### config.mk
export PLATFORM = sky130hd
export DESIGN_NAME = i2c_req_arbiter
export DESIGN_NICKNAME = d
export VERILOG_FILES = /design/src/rtl/i2c_req_arbiter.sv
export SDC_FILE = /design/constraint.sdc
export NUM_CORES = 1
export LEC_CHECK = 0
export ABC_AREA = 1
export ABC_CLOCK_PERIOD_IN_PS = 2500
export CAP_MARGIN = 40
export CORE_MARGIN = 4
export CORE_UTILIZATION = 45
export CTS_CLUSTER_DIAMETER = 80
export CTS_CLUSTER_SIZE = 40
export DETAILED_ROUTE_END_ITERATION = 16
export PLACE_DENSITY = 0.8
export SLEW_MARGIN = 5
export SYNTH_ARGS = -nofsm -noshare
export SYNTH_HDL_FRONTEND = slang
export SYNTH_SLANG_ARGS = --single-unit
### constraint.sdc
create_clock -name clk -period 2.5 [get_ports clk]
set_input_delay 0.5 -clock clk [delete_from_list [all_inputs] [get_ports clk]]
set_output_delay 0.5 -clock clk [all_outputs]
set_load 0.005 [all_outputs]
### src/rtl/i2c_req_arbiter.sv
// i2c_req_arbiter: round-robin arbiter giving two requesters (reqN_*/rspN_*) turns on one shared I2C master (m_*), with timeout abort; grant shows the owner
module i2c_req_arbiter #(
  parameter int TIMEOUT_CYC = 4000
) (
  input  logic       clk,
  input  logic       reset,
  input  logic       req0_valid,
  output logic       req0_ready,
  input  logic       req0_rw,
  input  logic [6:0] req0_addr,
  input  logic [7:0] req0_wdata,
  output logic       rsp0_valid,
  output logic [7:0] rsp0_rdata,
  output logic [1:0] rsp0_err,
  input  logic       req1_valid,
  output logic       req1_ready,
  input  logic       req1_rw,
  input  logic [6:0] req1_addr,
  input  logic [7:0] req1_wdata,
  output logic       rsp1_valid,
  output logic [7:0] rsp1_rdata,
  output logic [1:0] rsp1_err,
  output logic       m_start,
  output logic       m_rw,
  output logic [6:0] m_addr,
  output logic [7:0] m_wdata,
  output logic       m_abort,
  input  logic       m_busy,
  input  logic       m_done,
  input  logic       m_nack,
  input  logic [7:0] m_rdata,
  output logic [1:0] grant
);
  typedef enum logic [2:0] {IDLE, ISSUE, WAIT_DONE, ABORT, RESP} state_t;
  state_t r_state, w_next;
  logic r_owner, r_last_owner, r_rw;
  logic [6:0] r_addr;
  logic [7:0] r_wdata;
  logic [15:0] r_timer;
  logic [7:0] r_rsp_rdata [2];
  logic [1:0] r_rsp_err [2];
  logic w_sel, w_hs, w_timeout, w_fin_done, w_fin_abort;
  logic [1:0] w_err;
  logic [7:0] w_rdata;
  assign w_sel = (req0_valid & req1_valid) ? ~r_last_owner : req1_valid;
  assign w_hs = (r_state == IDLE) & (w_sel ? req1_valid : req0_valid);
  assign w_timeout = r_timer == 16'(TIMEOUT_CYC - 1);
  assign w_fin_done = (r_state == WAIT_DONE) & m_done;
  assign w_fin_abort = (r_state == ABORT) & ~m_busy;
  assign w_err = w_fin_done ? {1'b0, m_nack} : 2'b10;
  assign w_rdata = (w_fin_done & r_rw & ~m_nack) ? m_rdata : 8'h00;
  assign m_rw = r_rw;
  assign m_addr = r_addr;
  assign m_wdata = r_wdata;
  assign rsp0_rdata = r_rsp_rdata[0];
  assign rsp1_rdata = r_rsp_rdata[1];
  assign rsp0_err = r_rsp_err[0];
  assign rsp1_err = r_rsp_err[1];
  always_ff @(posedge clk) r_state <= reset ? IDLE : w_next;
  always_comb begin
    w_next = r_state;
    req0_ready = (r_state == IDLE) & ~w_sel;
    req1_ready = (r_state == IDLE) & w_sel;
    m_start = r_state == ISSUE;
    m_abort = (r_state == WAIT_DONE) & ~m_done & w_timeout;
    rsp0_valid = (r_state == RESP) & ~r_owner;
    rsp1_valid = (r_state == RESP) & r_owner;
    grant = (r_state == IDLE) ? 2'b00 : (r_owner ? 2'b10 : 2'b01);
    case (r_state)
      IDLE:      w_next = w_hs ? ISSUE : IDLE;
      ISSUE:     w_next = WAIT_DONE;
      WAIT_DONE: w_next = m_done ? RESP : (w_timeout ? ABORT : WAIT_DONE);
      ABORT:     w_next = m_busy ? ABORT : RESP;
      default:   w_next = IDLE;
    endcase
  end
  always_ff @(posedge clk) begin
    if (reset) begin
      r_owner <= 1'b0;
      r_last_owner <= 1'b1;
      r_rw <= 1'b0;
      r_addr <= '0;
      r_wdata <= '0;
      r_timer <= '0;
      r_rsp_rdata[0] <= '0;
      r_rsp_rdata[1] <= '0;
      r_rsp_err[0] <= '0;
      r_rsp_err[1] <= '0;
    end else begin
      if (w_hs) begin
        r_owner <= w_sel;
        r_rw <= w_sel ? req1_rw : req0_rw;
        r_addr <= w_sel ? req1_addr : req0_addr;
        r_wdata <= w_sel ? req1_wdata : req0_wdata;
      end
      if (r_state == ISSUE) r_timer <= '0;
      else if ((r_state == WAIT_DONE) & ~m_done & ~w_timeout) r_timer <= r_timer + 16'd1;
      // response registers are loaded on the way into RESP so they are valid with the pulse
      if (w_fin_done | w_fin_abort) begin
        r_rsp_rdata[r_owner] <= w_rdata;
        r_rsp_err[r_owner] <= w_err;
      end
      if (r_state == RESP) r_last_owner <= r_owner;
    end
  end
endmodule

==> results.ini <==
[final_layout]
final_layout_size_suffix_gt1_share_pct=11.7
signed_area_change_from_the_synthesized_netlist_to_the_final_layout_pct=43.7
antenna_cells_inserted=0
final_cell_mix=sky130_fd_sc_hd__clkdlybuf4s50_1, sky130_fd_sc_hd__nand2_1, sky130_fd_sc_hd__a21oi_1
layout.filler_cells=484
instances_no_fill=552
finalNetCount=520
finish.instance_area_um2=4100
fin_util_pct=68.0
most_common_cell_after_layout_fill_and_taps_aside=sky130_fd_sc_hd__clkdlybuf4s50_1

[power]
cellLeakagePower_nw=1.61
p_clk_share_pct=39.4
power_report.internal_total_mw=1.82
pwr-share-seq_pct=42.9
total_power_mw=2.46
switchingPower_mw=0.638
power.density_cell_area_nw_per_um2=600
power.ir.vdd_worst_uv=420
p_sw_share_pct=25.9
share_comb_of_total_power_pct=17.7

[cts]
clk_latency_ns=0.33
maximum_number_of_buffers_from_clock_root_to_sink=2
clock_h_tree_levels=3
cts_made_buffers=9
cts.sink_count=57
cts_tree=done
clk_pin_slew_ns=0.07
clock_tree.root_cell=sky130_fd_sc_hd__clkbuf_8

[setup_path]
crit_required_ns=2.00
worst-r2r-cell-count=7
critical_path.max_fanout=4
crit_path_start_kind=input pin
worst_flop_to_flop_path_startpoint=r_state[2]$_SDFF_PP0_
r2r-end=r_rsp_rdata[1][7]$_SDFFCE_PN0P_
timing_worst_setup_path_type=input pin to primary output
cp.arrival_ns=1.90
critical_path.endpoint_type=primary output
regToRegSetupSlack_ns=0.89

[die]
initial_utilization_pct=47.3
die_w_um=87.6
die_h_um=87.6
std_cell_rows=28
die_area_um2=7670
core-area_um2=6030
pin_count=91

[yosys]
post_synth_instance_area_um2=2850
synth.distinct_cells=31
synthesis.area_per_instance_um2=7.64
syn_nets=421
seq_area_frac_synth_pct=47.0
ys.flop_type=sky130_fd_sc_hd__dfxtp_1
ys_seq_elements=57
ys_warn_count=0
syn_inst=373
synth_edf_count=20
synthArstFlopShare_pct=0

[sta]
worst_slew_margin_rel_pct=70.7
max_slew.worst_pin.slew_ns=0.438
setup_viol_count_final=0
fin_ws_ns=0.0966
rsz0062_at_grt=false
timing.final.max_slew_violations=0
fin_crit_ns=2.40
f_max_mhz=416
hold_viol_final=0
fin_skew_ns=0.00879
tns_ns=0
hold_worst_slack_ns=0.502
timing.final.crit_share_pct=96.1

[global_route]
grt_max_degree=17
globalRouteTotalUtil_pct=20.6
wire_length_of_the_first_global_routing_pass_um=12400
grt.overflow.total=0
antenna_violations_before_repair=0
number_of_global_route_vias_before_repair=2726

[route]
wire_per_inst_um=13.9
wl_um=7670
drt_first_pass_iters=4
postRouteAntennaNets=0
vias_per_cell=5.18
drc=0
detailed_route_via_count=2859
dr.first_iter.drc_count=270

[status]
run_status=finished clean

[hold_path]
start_point_of_the_worst_min_delay_path=r_timer[4]$_SDFFE_PP0P_
hp-class=flop to flop
min_path_cells=2
worst_hold_path.endpoint=r_timer[4]$_SDFFE_PP0P_

[placed_design]
gp_routability_congestion=0.905
dpl.hpwl_um=5740
dp.cells=535
place_ws_ns=0.165
port-buffer-count=90
dpl-instance-area_um2=3830

[job]
timing.max_cap.violations=0

==> synth_stat cells, types with 2 or more instances <==
cell type | n | area, µm²
sky130_fd_sc_hd__buf_2 | 2 | 10.0
sky130_fd_sc_hd__clkbuf_1 | 4 | 15.0
sky130_fd_sc_hd__a21oi_1 | 46 | 230
sky130_fd_sc_hd__nor2_2 | 5 | 31.3
sky130_fd_sc_hd__nand3_2 | 3 | 30.0
sky130_fd_sc_hd__buf_6 | 3 | 33.8
sky130_fd_sc_hd__inv_1 | 37 | 139
sky130_fd_sc_hd__nand3_1 | 25 | 125
sky130_fd_sc_hd__o21ai_1 | 3 | 15.0
sky130_fd_sc_hd__nand4_1 | 9 | 56.3
sky130_fd_sc_hd__nor3_1 | 17 | 85.1
sky130_fd_sc_hd__o21ai_0 | 16 | 80.1
sky130_fd_sc_hd__xor2_1 | 3 | 26.3
sky130_fd_sc_hd__nand2_1 | 85 | 319
sky130_fd_sc_hd__buf_4 | 4 | 30.0
sky130_fd_sc_hd__nor2_1 | 34 | 128
sky130_fd_sc_hd__dfxtp_1 | 37 | 741
sky130_fd_sc_hd__edfxtp_1 | 20 | 601
sky130_fd_sc_hd__nand2_2 | 2 | 12.5
sky130_fd_sc_hd__nand2_4 | 2 | 22.5
sky130_fd_sc_hd__inv_2 | 6 | 22.5
==> worst max-delay path: stages <==
cell and delay (ns):
sky130_fd_sc_hd__clkdlybuf4s50_1 0.54, sky130_fd_sc_hd__nand2_2 0.11, sky130_fd_sc_hd__nor2_1 0.20, sky130_fd_sc_hd__clkdlybuf4s50_1 0.55
==> worst max-delay path by stage <==
stage,start,endpoint
final,req1_valid,req1_ready
after global placement,req0_valid,req0_ready
after CTS,r_timer[0]$_SDFFE_PP0P_,m_abort
after detailed placement,req1_valid,req1_ready
after global routing,req0_valid,req0_ready
after floorplan,req0_valid,req0_ready
==> cell type report <==
class	count	area (µm²)	area share (%)
Timing Repair Buffer	101	986	24.1
Multi-Input combinational cell	258	1270	31.0
Clock inverter	7	103	2.50
Clock buffer	9	124	3.02
Inverter	45	171	4.18
Tap cell	75	93.8	2.29
Sequential cell	57	1350	33.0
==> logic make-up after synthesis <==
logic type	after synthesis	synth area share (%)
compound gates	68	12.5
xor+xnor	3	0.922
fa+ha+maj	1	0.439
buf+inv	58	9.13
flops	57	47.0
simple gates	186	30.0
==> power groups by stage <==
stage          clock network [mW]  logic, mW  registers, mW
6_report                    0.969      0.435           1.05
5_1_grt                      1.02      0.479           1.06
4_1_cts                     0.988      0.438           1.05
3_5_place_dp                    0      0.434           1.07
3_3_place_gp                    0      0.428           1.07
2_1_floorplan                   0      0.176           1.07
==> flip-flops by register name, indices dropped and copies added (netlist names) <==
signal and flops:
r_rsp_rdata 16, r_timer 16, m_wdata 8, m_addr 7, r_rsp_err 4, r_state 3
m_rw 1, r_last_owner 1, r_owner 1
==> timing repair <==
item,4_1_cts,5_1_grt
buffers inserted,0,1
hold buffers,0,0
pin swaps,1,2
endpoints found under the setup margin,1,1
gates cloned,0,0
resized for setup,6,5
==> routing by layer <==
layer / vias to the layer above / track usage (%) / wire [µm]
met5: - / 0 / 0
met4: 0 / 8.79 / 118
met1: 1317 / 24.3 / 3130
met2: 99 / 35.0 / 3870
met3: 13 / 6.02 / 553
li1: 1430 / - / -
Power figures use the tool's default switching activity.
